[src/rtl/parity_frame_tx_pkg.sv]
// Shared definitions for the parity frame transmitter: FSM state encodings,
// frame overhead (start + parity + stop slots), the default data width and a
// counter-width helper used by the top and the bit timer.
package parity_frame_tx_pkg;

    // Data width expected from the upstream parity generator.
    localparam int DEF_DATA_W  = 4;

    // Non-data line slots in a frame: start, parity, stop.
    localparam int FRAME_EXTRA = 3;

    typedef enum logic [2:0] {
        ST_IDLE   = 3'd0,
        ST_START  = 3'd1,
        ST_DATA   = 3'd2,
        ST_PARITY = 3'd3,
        ST_STOP   = 3'd4
    } state_t;

    // ceil(log2(n)) with a floor of one bit, so single-value counters still
    // have a real register behind them.
    function automatic int cnt_width(input int n);
        return (n > 1) ? $clog2(n) : 1;
    endfunction

endpackage

[src/rtl/parity_frame_tx_bit_timer.sv]
// Purpose : times one line-bit period of CLKS_PER_BIT clocks for the frame FSM.
// Latency : bit_end is combinational from the counter, high on the last cycle of each period.
// Backpressure: none; held at count 0 while clear is high.
//
// Ports:
//   clk, rst_n  - system clock, asynchronous active-low reset
//   clear       - hold the counter at zero (used while the line is idle)
//   bit_end     - last cycle of the current bit period
//   bit_penult  - second-to-last cycle of the period (never high when CLKS_PER_BIT=1)
module parity_frame_tx_bit_timer
    import parity_frame_tx_pkg::*;
#(
    parameter int CLKS_PER_BIT = 4
) (
    input  logic clk,
    input  logic rst_n,
    input  logic clear,
    output logic bit_end,
    output logic bit_penult
);

    localparam int               CNT_W = cnt_width(CLKS_PER_BIT);
    localparam logic [CNT_W-1:0] LAST  = CNT_W'(CLKS_PER_BIT - 1);

    logic [CNT_W-1:0] r_cnt;

    // Wraps to zero on every bit boundary, so each state gets a fresh period.
    always_ff @(posedge clk or negedge rst_n) begin
        if (!rst_n) begin
            r_cnt <= '0;
        end else if (clear || bit_end) begin
            r_cnt <= '0;
        end else begin
            r_cnt <= r_cnt + 1'b1;
        end
    end

    assign bit_end = (r_cnt == LAST);

    // The penultimate cycle lets the FSM register a pulse that lands exactly
    // on the last cycle of a period. A one-clock period has no such cycle.
    generate
        if (CLKS_PER_BIT > 1) begin : g_penult
            assign bit_penult = (r_cnt == CNT_W'(CLKS_PER_BIT - 2));
        end else begin : g_no_penult
            assign bit_penult = 1'b0;
        end
    endgenerate

endmodule

[src/rtl/parity_frame_tx.sv]
// Purpose : serialise a data nibble plus supplied parity as start/data(LSB first)/parity/stop, flag parity mismatch.
// Latency : tx drops to the start bit the cycle after accept; frame is (DATA_W+3)*CLKS_PER_BIT cycles.
// Backpressure: in_ready is high only in IDLE; inputs are ignored while a frame is on the line.
//
// Ports:
//   clk, rst_n   - system clock, asynchronous active-low reset (aborts any frame, tx forced high)
//   in_valid     - upstream offers a data/parity pair
//   in_ready     - pair is accepted on an edge where in_valid && in_ready
//   in_data      - data word, sent LSB first
//   in_parity    - parity bit, sent unchanged
//   tx           - registered serial line, idle high
//   busy         - a frame is in progress
//   frame_done   - one-cycle pulse on the final cycle of the stop bit
//   par_err      - one-cycle pulse in the first start-bit cycle when in_parity != ^in_data
module parity_frame_tx
    import parity_frame_tx_pkg::*;
#(
    parameter int DATA_W       = DEF_DATA_W,
    parameter int CLKS_PER_BIT = 4
) (
    input  logic              clk,
    input  logic              rst_n,
    input  logic              in_valid,
    output logic              in_ready,
    input  logic [DATA_W-1:0] in_data,
    input  logic              in_parity,
    output logic              tx,
    output logic              busy,
    output logic              frame_done,
    output logic              par_err
);

    localparam int               BIT_W    = cnt_width(DATA_W);
    localparam logic [BIT_W-1:0] LAST_BIT = BIT_W'(DATA_W - 1);

    state_t            r_state;
    logic [DATA_W-1:0] r_shift;      // remaining data bits, next one at [0]
    logic              r_parity;
    logic [BIT_W-1:0]  r_bit_idx;
    logic              r_tx;
    logic              r_in_ready;
    logic              r_busy;
    logic              r_frame_done;
    logic              r_par_err;

    logic w_bit_end;
    logic w_bit_penult;
    logic w_clear;
    logic w_accept;

    assign w_clear  = (r_state == ST_IDLE);
    assign w_accept = in_valid && r_in_ready;

    parity_frame_tx_bit_timer #(
        .CLKS_PER_BIT (CLKS_PER_BIT)
    ) u_bit_timer (
        .clk        (clk),
        .rst_n      (rst_n),
        .clear      (w_clear),
        .bit_end    (w_bit_end),
        .bit_penult (w_bit_penult)
    );

    // tx is loaded with the value of the next slot on the same edge that
    // changes state, so the line moves exactly on bit boundaries.
    always_ff @(posedge clk or negedge rst_n) begin
        if (!rst_n) begin
            r_state      <= ST_IDLE;
            r_shift      <= '0;
            r_parity     <= 1'b0;
            r_bit_idx    <= '0;
            r_tx         <= 1'b1;
            r_in_ready   <= 1'b0;
            r_busy       <= 1'b0;
            r_frame_done <= 1'b0;
            r_par_err    <= 1'b0;
        end else begin
            r_frame_done <= 1'b0;
            r_par_err    <= 1'b0;
            case (r_state)
                ST_IDLE: begin
                    r_tx       <= 1'b1;
                    r_busy     <= 1'b0;
                    r_in_ready <= 1'b1;
                    if (w_accept) begin
                        r_shift    <= in_data;
                        r_parity   <= in_parity;
                        // Report only; the supplied parity is still sent as-is.
                        r_par_err  <= in_parity ^ (^in_data);
                        r_tx       <= 1'b0;
                        r_busy     <= 1'b1;
                        r_in_ready <= 1'b0;
                        r_state    <= ST_START;
                    end
                end
                ST_START: begin
                    if (w_bit_end) begin
                        r_tx      <= r_shift[0];
                        r_shift   <= r_shift >> 1;
                        r_bit_idx <= '0;
                        r_state   <= ST_DATA;
                    end
                end
                ST_DATA: begin
                    if (w_bit_end) begin
                        if (r_bit_idx == LAST_BIT) begin
                            r_tx    <= r_parity;
                            r_state <= ST_PARITY;
                        end else begin
                            r_tx      <= r_shift[0];
                            r_shift   <= r_shift >> 1;
                            r_bit_idx <= r_bit_idx + 1'b1;
                        end
                    end
                end
                ST_PARITY: begin
                    if (w_bit_end) begin
                        r_tx         <= 1'b1;
                        r_state      <= ST_STOP;
                        // A one-clock stop bit is its own last cycle.
                        r_frame_done <= (CLKS_PER_BIT == 1);
                    end
                end
                ST_STOP: begin
                    r_frame_done <= w_bit_penult;
                    if (w_bit_end) begin
                        r_busy     <= 1'b0;
                        r_in_ready <= 1'b1;
                        r_state    <= ST_IDLE;
                    end
                end
                default: begin
                    r_tx       <= 1'b1;
                    r_busy     <= 1'b0;
                    r_in_ready <= 1'b0;
                    r_state    <= ST_IDLE;
                end
            endcase
        end
    end

    assign tx         = r_tx;
    assign in_ready   = r_in_ready;
    assign busy       = r_busy;
    assign frame_done = r_frame_done;
    assign par_err    = r_par_err;

endmodule

[config.mk]
export PLATFORM = sky130hd
export DESIGN_NAME = parity_frame_tx
export DESIGN_NICKNAME = d
export VERILOG_FILES = /design/src/rtl/parity_frame_tx_pkg.sv /design/src/rtl/parity_frame_tx_bit_timer.sv /design/src/rtl/parity_frame_tx.sv
export SDC_FILE = /design/constraint.sdc
export NUM_CORES = 1
export LEC_CHECK = 0
export BUFFER_PORTS_ARGS = -buffer_cell sky130_fd_sc_hd__buf_2
export CORE_MARGIN = 4
export CORE_UTILIZATION = 58
export CTS_BUF_LIST = sky130_fd_sc_hd__clkbuf_4 sky130_fd_sc_hd__clkbuf_8
export DETAILED_ROUTE_END_ITERATION = 12
export HOLD_SLACK_MARGIN = 0.15
export PLACE_DENSITY = 0.76
export SLEW_MARGIN = 0
export SYNTH_ARGS = -nofsm -noshare
export SYNTH_HDL_FRONTEND = slang
export SYNTH_SLANG_ARGS = --single-unit
[constraint.sdc]
create_clock -name clk -period 2.1 [get_ports clk]
set_input_delay 0.21 -clock clk [delete_from_list [all_inputs] [get_ports clk]]
set_output_delay 0.21 -clock clk [all_outputs]
set_load 0.1 [all_outputs]
Word-level counts from Yosys, hierarchy flattened
Index checks and enable logic that the tools add are counted.
- register bits: 17
- output and inout port bits: 5
- word-level logic and storage cells: 72
- $add $sub $neg: 2
- equality and inequality tests: 14
- muxes and demuxes: 30
- bitwise logic cells: 3
- reduce and logical (&&, ||, !) cells: 13
- operators by type and width (operator ; number):
    3-bit two-way mux ; 6
    4-bit two-way mux ; 4
    3-bit case mux with 5 select lines ; 1
    4-bit case mux with 3 select lines ; 1
    1-bit two-way mux ; 10
    2-bit two-way mux ; 4
    2-bit by 1-bit inequality test with 1-bit output (second input constant) ; 4
    4-bit AND reduction ; 2
    2-bit == test (second input constant) ; 3
    3-bit by 2-bit == test with 1-bit output (second input constant) ; 2
    2-bit inequality test (second input constant) ; 3
    1-bit case mux with 3 select lines ; 2
    6-bit AND reduction ; 1
    1-bit case mux with 5 select lines ; 1
    5-bit AND reduction ; 1
    2-bit by 1-bit adder with 2-bit output (second input constant) ; 2
    2-bit case mux with 2 select lines ; 1
    2-bit AND reduction ; 2
    4-bit parity ; 1
    3-bit by 1-bit == test with 1-bit output (second input constant) ; 1
    3-bit == test (second input constant) ; 1
    3-bit zero test ; 1
    3-bit nonzero test ; 1
    3-bit OR reduction ; 1
    5 further kinds ; 6

Logic depth before layout (Yosys ltp)
- depth in word-level cells: 4
- gate-level depth with buffers: 6

Hierarchy
From an unflattened synthesis, not the netlist that was laid out.
- cells, all modules: 98
- area total of the unflattened synthesis: 958.4 um2
- modules (own cells, without submodules) (module ; instances ; cells each ; area each (um2) ; sequential area each (um2)):
    parity_frame_tx ; 1 ; 91 ; 859.6 ; 376.6
    parity_frame_tx_bit_timer ; 1 ; 7 ; 98.8 ; 50.0

Worst setup path before layout
OpenSTA, ideal clock, no wires.
- path type: reg-to-reg
- from: register r_in_ready (netlist: in_ready)
- to: register r_shift[3]
- arrival time: 1.611 ns
- data required time: 1.978 ns
- setup slack: 0.367 ns
- cell stages (with the launch flop): 5
- buffers on the path: 0
- period minus slack after synthesis: 1.733 ns
- cells stage by stage: dfrtp_1 > a21oi_1 > o22ai_2 > o21ai_2 > a32o_1
- longest elaborated chain between the ends: 3
- ends and longest elaborated chain (element ; line ; text):
    start, declared ; parity_frame_tx.sv:41 ; logic r_in_ready;
    start signal, assigned ; parity_frame_tx.sv:73 ; r_in_ready <= 1'b0;
    start signal, assigned ; parity_frame_tx.sv:84 ; r_in_ready <= 1'b1;
    start signal, assigned ; parity_frame_tx.sv:92 ; r_in_ready <= 1'b0;
    1-bit logical AND ; parity_frame_tx.sv:52 ; assign w_accept = in_valid && r_in_ready;
    2-bit inequality test (no source line) ; - ;
    5-bit AND reduction (no source line) ; - ;
    end signal, assigned ; parity_frame_tx.sv:86 ; r_shift <= in_data;
    end signal, assigned ; parity_frame_tx.sv:99 ; r_shift <= r_shift >> 1;
    end signal, assigned ; parity_frame_tx.sv:111 ; r_shift <= r_shift >> 1;
    end, declared ; parity_frame_tx.sv:37 ; logic [DATA_W-1:0] r_shift;
Every way passes these cells.
A chain may end at the register's enable or synchronous reset.

Worst setup path after layout
- from: register r_bit_idx[0]
- to: register r_shift[3]
- longest elaborated chain between the ends: 3
- ends and longest elaborated chain (element ; line ; text):
    start, declared ; parity_frame_tx.sv:39 ; logic [BIT_W-1:0] r_bit_idx;
    start signal, assigned ; parity_frame_tx.sv:112 ; r_bit_idx <= r_bit_idx + 1'b1;
    2-bit == test ; parity_frame_tx.sv:106 ; if (r_bit_idx == LAST_BIT) begin
    2-bit inequality test (no source line) ; - ;
    5-bit AND reduction (no source line) ; - ;
Every way passes these cells.

==> flow_summary.ini <==
[sta]
slew_viol_final = 0
hold_viol = 0
max-slew-margin-rel_pct = 64.4
final.setup.tns_ps = 0
finalWorstSetupSlack_ps = 381
clock_skew_ps = 12.8
grt_setup_unrepaired = false
min_period_ps = 1720
setup_viol = 0
fin_crit_sh_pct = 81.8
tightestPinTransition_ps = 534
fmax_mhz = 582

[drt]
antenna_left = 0
drc = 0
dr.pass1.iters = 4
avgRoutedWirePerCell_um = 14.3
vias = 756
drtIter0Drc = 22
wirelength_mm = 1.79
via_per_inst = 6.05

[power_and_ir_drop]
ir_drop_v = 0.00114
p_leak_nw = 0.459
p_seq_share_pct = 36.0
power.density_mw_per_mm2 = 1700
p_switching_w = 0.000864
intPower_w = 0.000896
power.share.switching_pct = 49.1
pwr-share-comb_pct = 54.1
clock_power_share_pct = 9.9

[setup_path]
worstSetupStartpoint = r_bit_idx[0]$_DFFE_PN0P_
cp_max_fo = 5
crit_type = reg -> reg
start_kind = flop
endpoint_kind = flop
required_ps = 2290
arrival_ps = 1910
r2r_start = r_bit_idx[0]$_DFFE_PN0P_

[synth]
avgSynthCellArea_um2 = 9.71
ys_seq_elements = 17
yosys.area.top_type_share_pct = 43.0
synth_cells = 96
ys_seq_area_share_pct = 45.8
synth.distinct_cells = 36
synth_area_leaders = dfrtp_1 43%, nand2_1 4.8%, xnor2_1 4.7%
synth_edf_count = 0
synth_top_cells_by_count = 16 x dfrtp_1, 12 x nand2_1, 8 x a21oi_1, 8 x nor3_1, 5 x xnor2_1
yosys_warnings = 0
mappedNetlistNets = 107
synth-async-reset-ratio_pct = 100
synthFlopType = dfrtp_1
synth_top_cell_by_area = dfrtp_1
netlist_area_um2 = 932
synthMostInstantiatedCell = dfrtp_1

[place]
dp_hpwl_mm = 1.31
gp_congestion = 0.803
dp_worst_setup_slack_ps = 389
dp_cells = 120
io_buffers = 12

[floorplanning]
die_h_um = 48.1
initial_utilization_pct = 61.9
core_area_mm2 = 0.00151
die_area_mm2 = 0.00231
rows = 14
die_w_um = 48.1
ios = 13

[cts]
insertion_delay_ps = 290
hold_buffers = 1
post-cts-setup-buffers = 0
h-tree-depth = 1
clock_sinks = 17
clkTransAtPathRegs_ps = 110
cts.repair.resized = 0
numCtsBuffers = 3
cts_tree = built
ctsLongestPathBuffers = 2
cts_root_buf = clkbuf_4

[grt]
grt_pass1_wl_mm = 3.05
grtUsageMet1_pct = 29.2
antenna_found_initial = 0
grt-ovfl-total = 0
grt_use_met2_pct = 26.9
grt-busiest-layer = met1
grt_max_degree = 19
first_global_vias = 641
grt_usage_pct = 18.9
gr-usage-met3_pct = 2.21

[run_status]
status = finished clean

[layout]
area_growth_pct = 10.9
drive_gt1_share_pct = 23.9
nets = 121
diodes = 0
stdcell_count = 125
utilization_pct = 68.6

[min_path]
hp-start = in_parity
hp-class = in -> reg

[run]
drv_cap = 0
==> layout make-up <==
class	instances	area (um^2)
fillers	131	473
repair buffers	14	77.6
multi-input cells	71	470
inverters	3	11.3
clock inverters	1	5.00
flip-flops and latches	17	427
clock buffers	3	22.5
well taps	16	20.0
==> metrics by stage <==
step                power (W)  instance area (um^2)  hold WS [ps]
global placement      0.00156                   996           143
floorplan             0.00141                   932         -85.6
finish                0.00176                  1030           169
CTS                   0.00176                  1030           170
detailed placement    0.00159                   996           149
global route          0.00192                  1030           165
==> final timing paths <==
| path | endpoint | slack (ps) | cells after the start |
|---|---|---|---|
| min in group asynchronous | in_ready$_DFFE_PN0P_ | 350 | 2 |
| max reg2reg | r_shift[3]$_DFFE_PN0P_ | 380 | 5 |
| min reg2reg | u_bit_timer.r_cnt[0]$_DFF_PN0_ | 470 | 1 |
| max | r_shift[3]$_DFFE_PN0P_ | 380 | 5 |
| max in group asynchronous | tx$_DFFE_PN1P_ | 1440 | 2 |
| min | r_parity$_DFFE_PN0P_ | 170 | 2 |
==> power by group through the flow <==
stage               clock, W  combinational (W)  sequential, W
floorplan                  0           0.000633       0.000779
global placement           0           0.000928       0.000635
detailed placement         0           0.000948       0.000640
CTS                 0.000177           0.000954       0.000633
global route        0.000198            0.00106       0.000661
finish              0.000174           0.000953       0.000634
==> cell families (layout without fill, tap and decap cells) <==
kind of cell	after synthesis	count (layout)	share of synthesized area, %
AOI/OAI and AO/OA	26	26	19.9
xor gates and xnor gates	6	6	5.64
adders and majority gates	3	3	4.03
buffers and inverters	8	21	3.76
DFF	17	17	45.8
muxes	2	2	2.28
and+or+nand+nor	34	34	18.7
==> metal layers <==
metal	share of wire [%]	up-vias
li1	-	374
met1	47	360
met2	47	20
met3	5.3	2
met4	0.56	0
met5	0	-
==> flip-flops by register name (all words and copies together) (netlist names) <==
register           cells
r_shift                4
r_parity               1
busy                   1
r_bit_idx              2
r_state                3
u_bit_timer.r_cnt      2
in_ready               1
tx                     1
par_err                1
frame_done             1
==> critical path: stages, from the launching register on <==
cell     delay (ps)
dfrtp_1         420
ha_1            260
or3b_4          410
o22ai_2         200
o21ai_2         120
a32o_1          230
==> layout by cell type (no fill, tap or decap), types with 2 or more instances in the layout <==
| master | synthesis | routed |
|---|---|---|
| nor3_1 | 8 | 8 |
| o2bb2ai_1 | 4 | 4 |
| nor2_1 | 3 | 3 |
| ha_1 | 3 | 3 |
| and3_2 | 2 | 2 |
| a211oi_1 | 2 | 2 |
| a21oi_1 | 8 | 8 |
| xnor2_1 | 5 | 5 |
| buf_2 | 1 | 12 |
| nand2_1 | 12 | 12 |
| dfrtp_1 | 16 | 16 |
| inv_1 | 3 | 3 |
| clkbuf_4 | 0 | 3 |
| o21ai_0 | 4 | 4 |
Power figures use the tool's default switching activity.
